$ cat config.mk
export PLATFORM = sky130hd
export DESIGN_NAME = enemigo_ctrl
export DESIGN_NICKNAME = d
export VERILOG_FILES = /design/src/rtl/enemigo_pkg.sv /design/src/rtl/enemigo_lfsr.sv /design/src/rtl/enemigo_ctrl.sv
export SDC_FILE = /design/constraint.sdc
export NUM_CORES = 1
export LEC_CHECK = 0
export ABC_AREA = 1
export BUFFER_PORTS_ARGS = -buffer_cell sky130_fd_sc_hd__buf_2
export CAP_MARGIN = 20
export CORE_MARGIN = 3
export CORE_UTILIZATION = 60
export DETAILED_ROUTE_END_ITERATION = 10
export PLACE_DENSITY = 0.92
export REMOVE_ABC_BUFFERS = 1
export SYNTH_ARGS = -nofsm -noshare
export SYNTH_HDL_FRONTEND = slang
export SYNTH_HIERARCHICAL = 1
export SYNTH_SLANG_ARGS = --single-unit
$ cat constraint.sdc
create_clock -name clock -period 3.3 [get_ports clock]
set_clock_uncertainty 0.15 [all_clocks]
set_input_delay 0.33 -clock clock [delete_from_list [all_inputs] [get_ports clock]]
set_output_delay 0.33 -clock clock [all_outputs]
set_load 0.05 [all_outputs]
$ cat src/rtl/enemigo_pkg.sv
// Shared types and constants for the enemy car motion controller.
package enemigo_pkg;

    typedef enum logic [1:0] {
        IDLE,
        WAIT,
        RUN,
        CRASH
    } state_e;

    localparam logic [9:0] LANE_X [4] = '{10'd120, 10'd220, 10'd320, 10'd420};

    localparam logic [7:0] LFSR_SEED = 8'hA5;
    // Feedback taps b7, b5, b4, b3
    localparam logic [7:0] LFSR_TAPS = 8'hB8;

    localparam int unsigned BLINK_PERIOD = 8;
    localparam int unsigned BLINK_BIT    = $clog2(BLINK_PERIOD);

endpackage

$ cat src/rtl/enemigo_lfsr.sv
// 8-bit Fibonacci LFSR (shift left), seed loaded on reset; exposes the
// low six bits used for lane and spawn-delay selection.
module enemigo_lfsr
    import enemigo_pkg::*;
(
    input  logic       clock,
    input  logic       reset_n,
    input  logic       advance,
    output logic [5:0] sel
);

    logic [7:0] lfsr_q;
    logic [7:0] lfsr_d;

    always_comb begin
        lfsr_d = lfsr_q;
        if (advance) begin
            lfsr_d = {lfsr_q[6:0], ^(lfsr_q & LFSR_TAPS)};
        end
    end

    always_ff @(posedge clock or negedge reset_n) begin
        if (!reset_n) begin
            lfsr_q <= LFSR_SEED;
        end else begin
            lfsr_q <= lfsr_d;
        end
    end

    assign sel = lfsr_q[5:0];

endmodule

$ cat src/rtl/enemigo_ctrl.sv
// Enemy car motion controller: spawn, scroll, despawn and crash sequencing.
// Define ENEMIGO_BLINK_EN to make the wreck blink during CRASH.
module enemigo_ctrl
    import enemigo_pkg::*;
#(
    parameter int unsigned SCREEN_H     = 480,
    parameter int unsigned CRASH_FRAMES = 60,
    parameter int unsigned SPAWN_BASE   = 16
) (
    input  logic       clock,
    input  logic       reset_n,
    input  logic       frame_tick,
    input  logic       start,
    input  logic [2:0] speed,
    input  logic       collision,
    output logic [9:0] posx,
    output logic [9:0] posy,
    output logic       enable,
    output logic       crashed,
    output logic       score_pulse
);

    localparam logic [10:0] SCREEN_LIM = 11'(SCREEN_H);
    localparam logic [15:0] CRASH_LIM  = 16'(CRASH_FRAMES);
    localparam logic [7:0]  DELAY_BASE = 8'(SPAWN_BASE);

    state_e      state_q, state_d;
    logic [9:0]  posx_q, posx_d;
    logic [9:0]  posy_q, posy_d;
    logic        enable_q, enable_d;
    logic        crashed_q, crashed_d;
    logic        score_q, score_d;
    logic [7:0]  delay_q, delay_d;
    logic [15:0] crash_cnt_q, crash_cnt_d;

    logic [5:0]  sel;
    logic        lfsr_adv;
    logic        respawn;
    logic [10:0] posy_sum;

    enemigo_lfsr u_lfsr (
        .clock   (clock),
        .reset_n (reset_n),
        .advance (lfsr_adv),
        .sel     (sel)
    );

    always_comb begin
        state_d     = state_q;
        posx_d      = posx_q;
        posy_d      = posy_q;
        enable_d    = enable_q;
        crashed_d   = crashed_q;
        score_d     = 1'b0;
        delay_d     = delay_q;
        crash_cnt_d = crash_cnt_q;
        respawn     = 1'b0;
        lfsr_adv    = frame_tick && (state_q != IDLE);
        posy_sum    = {1'b0, posy_q} + {8'b0, speed} + 11'd1;

        case (state_q)
            IDLE: begin
                enable_d = 1'b0;
                if (start) begin
                    respawn = 1'b1;
                end
            end
            WAIT: begin
                if (frame_tick) begin
                    delay_d = delay_q - 8'd1;
                    if (delay_q <= 8'd1) begin
                        state_d  = RUN;
                        enable_d = 1'b1;
                    end
                end
            end
            RUN: begin
                // Collision takes priority over a coincident move tick
                if (collision) begin
                    state_d     = CRASH;
                    crashed_d   = 1'b1;
                    crash_cnt_d = '0;
                end else if (frame_tick) begin
                    if (posy_sum >= SCREEN_LIM) begin
                        score_d = 1'b1;
                        respawn = 1'b1;
                    end else begin
                        posy_d = posy_sum[9:0];
                    end
                end
            end
            CRASH: begin
                if (frame_tick) begin
                    crash_cnt_d = crash_cnt_q + 16'd1;
                    if (crash_cnt_d == CRASH_LIM) begin
                        respawn = 1'b1;
                    end
`ifdef ENEMIGO_BLINK_EN
                    else begin
                        enable_d = ~crash_cnt_d[BLINK_BIT];
                    end
`endif
                end
            end
            default: begin
                state_d = IDLE;
            end
        endcase

        // Lane and delay come from the LFSR value before this edge's advance
        if (respawn) begin
            state_d   = WAIT;
            posx_d    = LANE_X[sel[5:4]];
            posy_d    = '0;
            delay_d   = DELAY_BASE + {4'b0, sel[3:0]};
            enable_d  = 1'b0;
            crashed_d = 1'b0;
        end
    end

    always_ff @(posedge clock or negedge reset_n) begin
        if (!reset_n) begin
            state_q     <= IDLE;
            posx_q      <= '0;
            posy_q      <= '0;
            enable_q    <= 1'b0;
            crashed_q   <= 1'b0;
            score_q     <= 1'b0;
            delay_q     <= '0;
            crash_cnt_q <= '0;
        end else begin
            state_q     <= state_d;
            posx_q      <= posx_d;
            posy_q      <= posy_d;
            enable_q    <= enable_d;
            crashed_q   <= crashed_d;
            score_q     <= score_d;
            delay_q     <= delay_d;
            crash_cnt_q <= crash_cnt_d;
        end
    end

    assign posx        = posx_q;
    assign posy        = posy_q;
    assign enable      = enable_q;
    assign crashed     = crashed_q;
    assign score_pulse = score_q;

endmodule
==> flow_summary.toml, run 1 <==
[clock_network]
post_cts_buffers = 0
cts_made_buffers = 5
cts_num_sinks = 52
tritoncts = "yes"
clockBufferDepth = 2
clk_transition_reported_paths_ns = 0.11
ctsResizeCount = 0
htree_levels = 2
cts.root.buffer_cell = "sky130_fd_sc_hd__clkbuf_8"
clk_latency_ns = 0.31

[yosys]
synth.area.mux_share_pct = 0
synth_top_flop_cell = "sky130_fd_sc_hd__dfrtp_1"
synth_enable_flop_cells = 0
simple_gate_fraction_of_synth_area_pct = 35.2
synth-seq-cells = 52
synthCells = 439
post_synth_design_cell_area_um2 = 3350
synth-seq-area-share_pct = 39.0
synth.distinct_cells = 39
synth_warnings = 6
yosys.area_share.xor_xnor_pct = 2.35
async_reset_ff_share_pct = 100
avgSynthCellArea_um2 = 7.63
synth-adder-area-share_pct = 3.59
share_of_the_synthesized_area_in_compound_gates_ao_oa_aoi_oai_pct = 9.26
synth_top_family_by_area = "simple AND/OR/NAND/NOR gates"

[timing]
tightest_slew_ns = 0.815
setup_failing_eps_final = 0
report.final.slew_viol_count = 0
tns_ns = 0
relative_max_transition_margin_pct = 45.7
hold_viol_final = 0
final_period_minus_worst_setup_slack_ns = 2.76
max_clock_freq_ghz = 0.362
finalCritPeriodShare_pct = 83.6
postLayoutSetupSlackWorst_ns = 0.540
rsz0062_at_grt = "false"

[detailed_routing]
detailroute.via_count = 2991
detailed_router_iteration_count_before_antenna_repair = 5
routedWlPerCell_um = 13.4
ant_nets = 0
drt_wl_total_um = 7140
post-route-drc-count = 0
via_per_inst = 5.61
drt_iter0_drc = 244

[worst_setup_path]
cp.arrival_ns = 2.86
worst_path_dominant_cell_family = "simple AND/OR/NAND/NOR gates"
worstRegToRegCells = 19
startpoint_type = "register"
cp_data_required_time_ns = 3.40
crit_path_end_kind = "register"
crit_buf_inv = 3
crit_path_cell_trace = "inv_1, ha_1, inv_1, fa_1, nand2_1, nand2_1, nand2_1, nand2_1, nand3_1, nor2_1, nand2_1, nand2_2, nand2_2, inv_2, nor2_8, nand3_2, nand2_1, nand2_1, nand2_1"
type_of_the_worst_setup_path = "reg2reg"
crit_cells = 19
critical-path-max-stage-delay_ns = 0.40
slowest_stage = "sky130_fd_sc_hd__fa_1"
crit_top_cell = "sky130_fd_sc_hd__nand2_1"
path_max_fanout = 13

[global_routing]
grtUsageTotal_pct = 24.4
top_usage_layer = "met2"
grt_antenna_before_repair = 0
grt.met1_usage_pct = 29.0
grt_util_met3_pct = 4.60
globalRouteOverflowTotal = 0
grt_pass1_wl_um = 12600
via_count_of_the_first_global_routing_pass = 2949
grt_use_met2_pct = 43.1
grt_start_max_net_pins = 37

[power_and_ir_drop]
power.leakage_uw = 0.00183
cellPowerDensity_nw_per_um2 = 837
irDropWorstVdd_mv = 0.610
post-layout-total-power_uw = 2990

[place]
port-buffer-count = 27
detailedPlacementHpwl_um = 5320
globalplace.congestion = 0.907
placed_area_um2 = 3460
post-place-ws_ns = 0.597

[finish]
area.growth.synth_to_final_pct = 6.57
n_antenna_cell = 0
drive_above_1_share_pct = 18.1
fin_nets = 479
post-route-cell-area_um2 = 3570
fillers = 418

[die]
placementRows = 26
initial_core_util_pct = 64.0
ios = 31
dieHeight_um = 80.7
design.die.area_um2 = 6510
floorplan.core_area_um2 = 5240
die-width_um = 80.7

[job]
max_cap_viol_count = 0

[worst_hold_path]
min_path_cells = 3
worst_hold_path_class = "in2reg"

[status]
outcome = "completed"
## synth_stat cells, types with 3 or more instances
cell                      number  area (um^2)
sky130_fd_sc_hd__nand2_1     132          495
sky130_fd_sc_hd__inv_1        53          199
sky130_fd_sc_hd__dfrtp_1      48         1200
sky130_fd_sc_hd__nand3_1      34          170
sky130_fd_sc_hd__nor2_1       33          124
sky130_fd_sc_hd__o21ai_0      19         95.1
sky130_fd_sc_hd__buf_4        11         82.6
sky130_fd_sc_hd__o22ai_1      11         68.8
sky130_fd_sc_hd__nand4_1       9         56.3
sky130_fd_sc_hd__ha_1          8          100
sky130_fd_sc_hd__nand2_2       7         43.8
sky130_fd_sc_hd__a21oi_1       6         30.0
sky130_fd_sc_hd__inv_2         6         22.5
sky130_fd_sc_hd__nor2_4        6         67.6
sky130_fd_sc_hd__xor2_1        6         52.6
sky130_fd_sc_hd__nand2_4       5         56.3
sky130_fd_sc_hd__o21ai_2       5         43.8
sky130_fd_sc_hd__dfstp_2       4          105
sky130_fd_sc_hd__nor2_2        4         25.0
sky130_fd_sc_hd__nor3_1        4         20.0
sky130_fd_sc_hd__o21ai_1       4         20.0
sky130_fd_sc_hd__xnor2_1       3         26.3
## power by group
part | internal (uW) | switching [uW] | total, uW
combinational | 443 | 1040 | 1480
sequential | 885 | 233 | 1120
clock | 157 | 234 | 390
total | 1490 | 1500 | 2990
## area by class of cell
| type | instances | area [um^2] | share of cell area, % |
|---|---|---|---|
| Multi-Input combinational cell | 314 | 1700 | 47.6 |
| Sequential cell | 52 | 1310 | 36.6 |
| Inverter | 59 | 221 | 6.20 |
| Timing Repair Buffer | 30 | 160 | 4.49 |
| Tap cell | 70 | 87.6 | 2.45 |
| Clock buffer | 5 | 68.8 | 1.93 |
| Clock inverter | 3 | 26.3 | 0.736 |
## layer usage
layer	vias up	share of wire (%)
met4	0	2.9
li1	1444	-
met5	-	0
met1	1414	41
met3	28	4.6
met2	105	51
## cell families after synthesis
group                    Yosys count
AO/OA/AOI/OAI                     50
XOR/XNOR                           9
adder cells (fa/ha/maj)            9
buffers and inverters             75
flip-flops                        52
other                              1
AND/OR/NAND/NOR                  243
## placed cells by master, fill, tap and decap left out, drive strengths merged
master / count
o22ai: 11
nor2: 45
nor3: 5
nor4: 1
dlygate4sd3: 1
buf: 29
fa: 1
inv: 61
conb: 3
clkinv: 1
nand3: 37
xor2: 6
xnor2: 3
a21oi: 6
o21ai: 28
nor3b: 2
a22oi: 1
dfstp: 4
dfrtp: 48
clkbuf: 5
o21a: 1
nand2: 144
ha: 8
o31ai: 3
nand4: 9
## per-stage QoR
| step | utilization (%) | instances | hold slack [ns] |
|---|---|---|---|
| 6_report | 68.2 | 533 | 0.150 |
| 5_1_grt | 68.2 | 533 | 0.161 |
| 4_1_cts | 68.2 | 533 | 0.147 |
| 3_5_place_dp | 66.1 | 524 | 0.320 |
| 3_3_place_gp | 66.1 | 524 | 0.309 |
| 2_1_floorplan | - | 425 | -0.116 |
## flip-flops by register name, indices dropped and copies added, names as in the netlist
signal         flops
crash_cnt_q       16
crashed            1
delay_q            8
enable             1
posx               5
posy              10
score_pulse        1
state_q            2
u_lfsr/lfsr_q      8
## final timing paths
| check | start | end | slack (ns) |
|---|---|---|---|
| worst max-delay path | posy[0] | state_q[1] | 0.54 |
| worst min-delay path | collision | state_q[0] | 0.15 |
| worst max register to register | posy[0] | state_q[1] | 0.54 |
| worst min register to register | crashed | crashed | 0.34 |
| max in group asynchronous | reset_n | crash_cnt_q[13] | 1.79 |
| min in group asynchronous | reset_n | posy[0] | 0.49 |
## what timing repair did
action,CTS,global route
setup endpoints to repair,0,0
hold endpoints to repair,31,0
hold buffers,1,0
## tightest hold or removal path: stages
cell and delay, ns:
sky130_fd_sc_hd__buf_2 0.11, sky130_fd_sc_hd__a21oi_1 0.08, sky130_fd_sc_hd__nand2_1 0.07
(Power assumes the default switching activity.)
==> run 2: changes to the inputs <==
--- a/config.mk
+++ b/config.mk
@@ -5,11 +5,11 @@
 export SDC_FILE = /design/constraint.sdc
 export NUM_CORES = 1
 export LEC_CHECK = 0
-export ABC_AREA = 1
+export ABC_AREA = 0
 export BUFFER_PORTS_ARGS = -buffer_cell sky130_fd_sc_hd__buf_2
 export CAP_MARGIN = 20
 export CORE_MARGIN = 3
-export CORE_UTILIZATION = 60
+export CORE_UTILIZATION = 59
 export DETAILED_ROUTE_END_ITERATION = 10
 export PLACE_DENSITY = 0.92
 export REMOVE_ABC_BUFFERS = 1
==> constraint.sdc (replaced) <==
create_clock -name clock -period 2.6 [get_ports clock]
set_clock_uncertainty 0.15 [all_clocks]
set_input_delay 0.26 -clock clock [delete_from_list [all_inputs] [get_ports clock]]
set_output_delay 0.26 -clock clock [all_outputs]
set_load 0.05 [all_outputs]
==> flow_summary.toml, run 2 <==
[timing]
final_period_minus_worst_setup_slack_ns = 2.85
max_clock_freq_ghz = 0.351
tns_ns = -4.63
postLayoutSetupSlackWorst_ns = -0.250
tightest_slew_ns = 0.697
hold_viol_final = 0
rsz0062_at_grt = "true"
finalCritPeriodShare_pct = 110
hold_slack_ns = 0.0679
relative_max_transition_margin_pct = 53.1
setup_failing_eps_final = 27
report.final.slew_viol_count = 0

[worst_setup_path]
worstReg2RegEnd = "posx[7]"
cp.arrival_ns = 2.91
crit_path_end_kind = "register"
worst_r2r_startpoint = "posy[0]"
worst_path_dominant_cell_family = "simple AND/OR/NAND/NOR gates"
crit_cells = 11
critical-path-max-stage-delay_ns = 0.44
slowest_stage = "sky130_fd_sc_hd__or3_4"
crit_top_cell = "sky130_fd_sc_hd__o21ai_1"
critPathLaunch = "posy[0]"
crit_path_cell_trace = "inv_1, ha_2, inv_2, fa_2, a21oi_2, o21ai_1, mux2i_2, o21ai_1, and2_4, or3_4, mux2_4"
timing.reg2reg.setup_slack_ns = -0.25
worstRegToRegCells = 11
crit_buf_inv = 2
setup.worst_path.end = "posx[7]"
startpoint_type = "register"
type_of_the_worst_setup_path = "reg2reg"
cp_data_required_time_ns = 2.66
path_max_fanout = 4

[finish]
layout.cells.most_common_list = "sky130_fd_sc_hd__buf_4, sky130_fd_sc_hd__dfrtp_1, sky130_fd_sc_hd__nand2_1, sky130_fd_sc_hd__buf_2, sky130_fd_sc_hd__o21ai_0"
fin_nets = 416
fillers = 269
area.growth.synth_to_final_pct = 28.2
drive_above_1_share_pct = 39.8
largest_register_ff_count = 16
n_antenna_cell = 0
most_flop_heavy_register = "crash_cnt_q"
final_common_cell = "sky130_fd_sc_hd__buf_4"
stdcell_count = 467

[yosys]
synth.distinct_cells = 62
synth_largest_type_area_fraction_pct = 38.3
post_synth_design_cell_area_um2 = 3130
synthCells = 331
synth-seq-area-share_pct = 41.7
synthTopCellsByArea = "sky130_fd_sc_hd__dfrtp_1, sky130_fd_sc_hd__o21ai_0, sky130_fd_sc_hd__nor2_1, sky130_fd_sc_hd__xnor2_1, sky130_fd_sc_hd__nand2_1"
async_reset_ff_share_pct = 100
synth.most_common_cell = "sky130_fd_sc_hd__dfrtp_1"
synthTopCellsByCount = "sky130_fd_sc_hd__dfrtp_1, sky130_fd_sc_hd__nor2_1, sky130_fd_sc_hd__nand2_1, sky130_fd_sc_hd__o21ai_0, sky130_fd_sc_hd__a21oi_1"
avgSynthCellArea_um2 = 9.47
synth_largest_area_cell = "sky130_fd_sc_hd__dfrtp_1"
synth_warnings = 6
synth_enable_flop_cells = 0
synth_top_flop_cell = "sky130_fd_sc_hd__dfrtp_1"
synth-seq-cells = 52

[power_and_ir_drop]
power.leakage_uw = 0.00178
cellPowerDensity_nw_per_um2 = 867
irDropWorstVdd_mv = 0.836

[clock_network]
cts_num_sinks = 52
tritoncts = "yes"
clk_transition_reported_paths_ns = 0.11
clockBufferDepth = 2
cts.root.buffer_cell = "sky130_fd_sc_hd__clkbuf_8"
clk_latency_ns = 0.32
htree_levels = 2
cts_made_buffers = 5

[status]
failed_checks = "setup timing"
outcome = "finished, violations left"

[global_routing]
globalRouteOverflowTotal = 0
grt_start_max_net_pins = 33
via_count_of_the_first_global_routing_pass = 2851
grtUsageTotal_pct = 29.1
grt_pass1_wl_um = 14100
grt_antenna_before_repair = 0

[detailed_routing]
via_per_inst = 6.34
routedWlPerCell_um = 19.3
detailroute.via_count = 2960
detailed_router_iteration_count_before_antenna_repair = 4
ant_nets = 0
post-route-drc-count = 0
drt_iter0_drc = 154
drt_wl_total_um = 9040

[die]
initial_core_util_pct = 63.8
placementRows = 25
floorplan.core_area_um2 = 4910
design.die.area_um2 = 6220
dieHeight_um = 78.9
ios = 31
die-width_um = 78.9

[job]
max_cap_viol_count = 0

[place]
post-place-cells = 449
globalplace.congestion = 0.915
detailedPlacementHpwl_um = 5270
port-buffer-count = 27

[worst_hold_path]
worst_hold_path_class = "in2reg"
==> run 2: cells by family (layout without fill, tap and decap cells) <==
kind of cell | after synthesis | in the layout | share of synthesized area (%)
AOI/OAI and AO/OA | 70 | 70 | 15.2
buffers and inverters | 39 | 106 | 7.15
and+or+nand+nor | 124 | 124 | 20.8
other | 1 | 3 | 0.120
muxes | 16 | 16 | 5.67
adders and majority gates | 9 | 9 | 3.83
DFF | 52 | 52 | 41.7
xor gates and xnor gates | 20 | 20 | 5.59
==> run 2: worst min path at each step <==
| stage | to | slack (ns) | cells past startpoint | from |
|---|---|---|---|---|
| 2_1_floorplan | crash_cnt_q[0] | -0.19 | 0 | reset_n |
| 3_3_place_gp | u_lfsr/lfsr_q[6] | 0.18 | 1 | reset_n |
| 5_1_grt | state_q[0] | 0.07 | 3 | collision |
| 6_report | state_q[0] | 0.07 | 3 | collision |
| 3_5_place_dp | u_lfsr/lfsr_q[6] | 0.18 | 1 | reset_n |
| 4_1_cts | state_q[0] | 0.06 | 3 | collision |
==> run 2: report_power, final <==
group / internal [uW] / switching, uW
registers: 1060 / 247
clock network: 192 / 293
logic: 690 / 1000
==> run 2: area by class of cell <==
| type | count | area (um^2) | share of cell area [%] |
|---|---|---|---|
| Multi-Input combinational cell | 242 | 1860 | 46.4 |
| Sequential cell | 52 | 1310 | 32.5 |
| Timing Repair Buffer | 87 | 633 | 15.8 |
| Tap cell | 67 | 83.8 | 2.09 |
| Clock buffer | 5 | 68.8 | 1.71 |
| Inverter | 11 | 41.3 | 1.03 |
| Clock inverter | 3 | 21.3 | 0.530 |
==> run 2: per-stage QoR <==
stage	power (uW)	worst slack [ns]	util (%)	instance area, um^2
floorplan	2240	-0.748	-	2960
global placement	2620	-0.161	72.3	3550
detailed placement	2700	-0.315	72.3	3550
CTS	3330	-0.172	78.6	3860
global route	3680	-0.400	81.8	4020
finish	3480	-0.250	81.8	4020
==> run 2: routing by layer <==
layer / global-route usage (%) / share of wire, % / up-vias / wire [um]
met3: 5.22 / 6.8 / 55 / 615
met5: 0 / 0 / - / 0
met2: 51.8 / 52 / 169 / 4660
met1: 34.3 / 37 / 1437 / 3310
li1: - / - / 1299 / -
met4: 12.9 / 5.0 / 0 / 448
==> run 2: repair_timing <==
action	in CTS	in global routing
pin swaps	18	16
hold buffers	1	0
setup endpoints to repair	26	27
endpoints found under the hold margin	26	0
resized for setup	37	30
setup buffers	5	4
cloned	1	1
==> run 2: worst register-to-register path: stages, from the launching register on <==
cell and delay [ns]:
sky130_fd_sc_hd__dfrtp_1 0.40, sky130_fd_sc_hd__inv_1 0.06, sky130_fd_sc_hd__ha_2 0.17, sky130_fd_sc_hd__inv_2 0.04, sky130_fd_sc_hd__fa_2 0.43, sky130_fd_sc_hd__a21oi_2 0.16, sky130_fd_sc_hd__o21ai_1 0.08, sky130_fd_sc_hd__mux2i_2 0.19
sky130_fd_sc_hd__o21ai_1 0.12, sky130_fd_sc_hd__and2_4 0.19, sky130_fd_sc_hd__or3_4 0.44, sky130_fd_sc_hd__mux2_4 0.32
==> run 3: changes to the inputs <==
--- a/config.mk
+++ b/config.mk
@@ -12,7 +12,6 @@
 export CORE_UTILIZATION = 59
 export DETAILED_ROUTE_END_ITERATION = 10
 export PLACE_DENSITY = 0.92
-export REMOVE_ABC_BUFFERS = 1
 export SYNTH_ARGS = -nofsm -noshare
 export SYNTH_HDL_FRONTEND = slang
 export SYNTH_HIERARCHICAL = 1
==> constraint.sdc (replaced) <==
create_clock -name clock -period 2.6 [get_ports clock]
set_clock_uncertainty 0.15 [all_clocks]
set_input_delay 0.52 -clock clock [delete_from_list [all_inputs] [get_ports clock]]
set_output_delay 0.52 -clock clock [all_outputs]
set_load 0.01 [all_outputs]
==> flow_summary.toml, run 3 (same netlist as run 2, synthesis figures left out) <==
[detailed_routing]
drt_wl_total_um = 11400
ant_nets = 0
post-route-drc-count = 0
drt_iter0_drc = 519
routedWlPerCell_um = 24.7
detailed_router_iteration_count_before_antenna_repair = 9
via_per_inst = 7.07
detailroute.via_count = 3251

[clock_network]
tritoncts = "yes"
clk_transition_reported_paths_ns = 0.10
cts_num_sinks = 52
cts_made_buffers = 5
cts.root.buffer_cell = "sky130_fd_sc_hd__clkbuf_8"
htree_levels = 2
clk_latency_ns = 0.33
clockBufferDepth = 2

[worst_setup_path]
worstReg2RegEnd = "posy[6]"
path_max_fanout = 4
cp.arrival_ns = 2.95
type_of_the_worst_setup_path = "reg2reg"
worst_r2r_startpoint = "crash_cnt_q[8]"
cp_data_required_time_ns = 2.65
worstRegToRegCells = 9
startpoint_type = "register"
timing.reg2reg.setup_slack_ns = -0.30
crit_path_end_kind = "register"

[finish]
postLayoutCoreUtil_pct = 80.8
n_antenna_cell = 0
most_flop_heavy_register = "crash_cnt_q"
fin_nets = 409
largest_register_ff_count = 16
fillers = 234
area.growth.synth_to_final_pct = 26.6
layout.cells.most_common_list = "sky130_fd_sc_hd__dfrtp_1, sky130_fd_sc_hd__buf_4, sky130_fd_sc_hd__nand2_1, sky130_fd_sc_hd__buf_2, sky130_fd_sc_hd__nor2_1"
final_common_cell = "sky130_fd_sc_hd__dfrtp_1"
post-route-cell-area_um2 = 3970
multi_input_area_um2 = 1840
drive_above_1_share_pct = 39.2
area.sequential_um2 = 1310

[timing]
relative_max_transition_margin_pct = 44.6
postLayoutSetupSlackWorst_ns = -0.305
final_period_minus_worst_setup_slack_ns = 2.90
finalCritPeriodShare_pct = 112
report.final.slew_viol_count = 0
hold_viol_final = 0
max_clock_freq_ghz = 0.344
setup_failing_eps_final = 26
tightest_slew_ns = 0.829
rsz0062_at_grt = "true"

[place]
globalplace.congestion = 0.867
post-place-ws_ns = -0.362
placed_area_um2 = 3590
detailedPlacementHpwl_um = 5500
port-buffer-count = 27

[global_routing]
grt_start_max_net_pins = 19
grt_pass1_wl_um = 15200
grtUsageTotal_pct = 32.1
globalRouteOverflowTotal = 0
grt_antenna_before_repair = 0
via_count_of_the_first_global_routing_pass = 2942

[worst_hold_path]
worst_min_delay_path_endpoint = "state_q[0]"
min_path_cells = 3
min_from = "collision"
worst_hold_path_class = "in2reg"

[die]
placementRows = 25
initial_core_util_pct = 63.8
design.die.area_um2 = 6220
floorplan.core_area_um2 = 4910
dieHeight_um = 78.9
ios = 31
die-width_um = 78.9

[job]
max_cap_viol_count = 0

[power_and_ir_drop]
cellPowerDensity_nw_per_um2 = 846
irDropWorstVdd_mv = 0.491
power.leakage_uw = 0.00175

[status]
outcome = "finished, violations left"
failed_checks = "setup timing"
-- run 3: area by class of cell --
| cell class | count | share of cell area (%) |
|---|---|---|
| Timing Repair Buffer | 80 | 14.2 |
| Sequential cell | 52 | 32.9 |
| Inverter | 11 | 1.36 |
| Clock buffer | 5 | 1.74 |
| Clock inverter | 3 | 1.20 |
| Multi-Input combinational cell | 242 | 46.5 |
| Tap cell | 67 | 2.11 |
-- run 3: power by group --
part	internal (uW)	leakage (uW)	switching [uW]	total, uW
Combinational	673	0.00103	769	1440
Clock	291	0.0000583	298	588
Sequential	1060	0.000663	268	1330
Total	2020	0.00175	1330	3360
-- run 3: worst max path at each step --
stage | startpoint | endpoint | slack [ns] | cells past startpoint
CTS | posy[0] | posx[7] | -0.07 | 11
finish | crash_cnt_q[8] | posy[6] | -0.30 | 9
global route | posy[0] | posy[6] | -0.39 | 12
global placement | speed[0] | posy[2] | -0.25 | 13
floorplan | speed[2] | posx[7] | -0.28 | 11
detailed placement | speed[0] | posy[2] | -0.36 | 11
-- run 3: timing repair --
| item | in CTS | in global routing |
|---|---|---|
| setup buffers | 6 | 4 |
| setup endpoints to repair | 26 | 26 |
| resized for setup | 13 | 28 |
| pin swaps | 9 | 7 |
| hold buffers | 1 | 0 |
| endpoints found under the hold margin | 14 | 0 |
-- run 3: metrics by stage --
stage,instances,hold slack [ns],setup TNS (ns),power (uW)
floorplan,333,0.0744,-2.63,2170
global placement,441,0.309,-4.52,2410
detailed placement,441,0.316,-7.12,2490
CTS,456,0.301,-0.341,3130
global route,460,0.369,-7.25,3500
finish,460,0.367,-4.19,3360
-- run 3: per-layer routing --
metal,part of all wire (%),track usage [%]
met1,34,40.0
met2,45,52.0
met5,0,0
met3,13,6.80
met4,8.1,17.9
-- run 3: worst max-delay path: stages, from the launching register on --
cell,delay [ns]
sky130_fd_sc_hd__dfrtp_1,0.45
sky130_fd_sc_hd__nand4_1,0.23
sky130_fd_sc_hd__nor4_4,0.10
sky130_fd_sc_hd__nor3_1,0.60
sky130_fd_sc_hd__o2111ai_4,0.25
sky130_fd_sc_hd__a2111oi_4,0.25
sky130_fd_sc_hd__buf_4,0.20
sky130_fd_sc_hd__nor3_4,0.07
sky130_fd_sc_hd__buf_6,0.18
sky130_fd_sc_hd__a311o_1,0.30
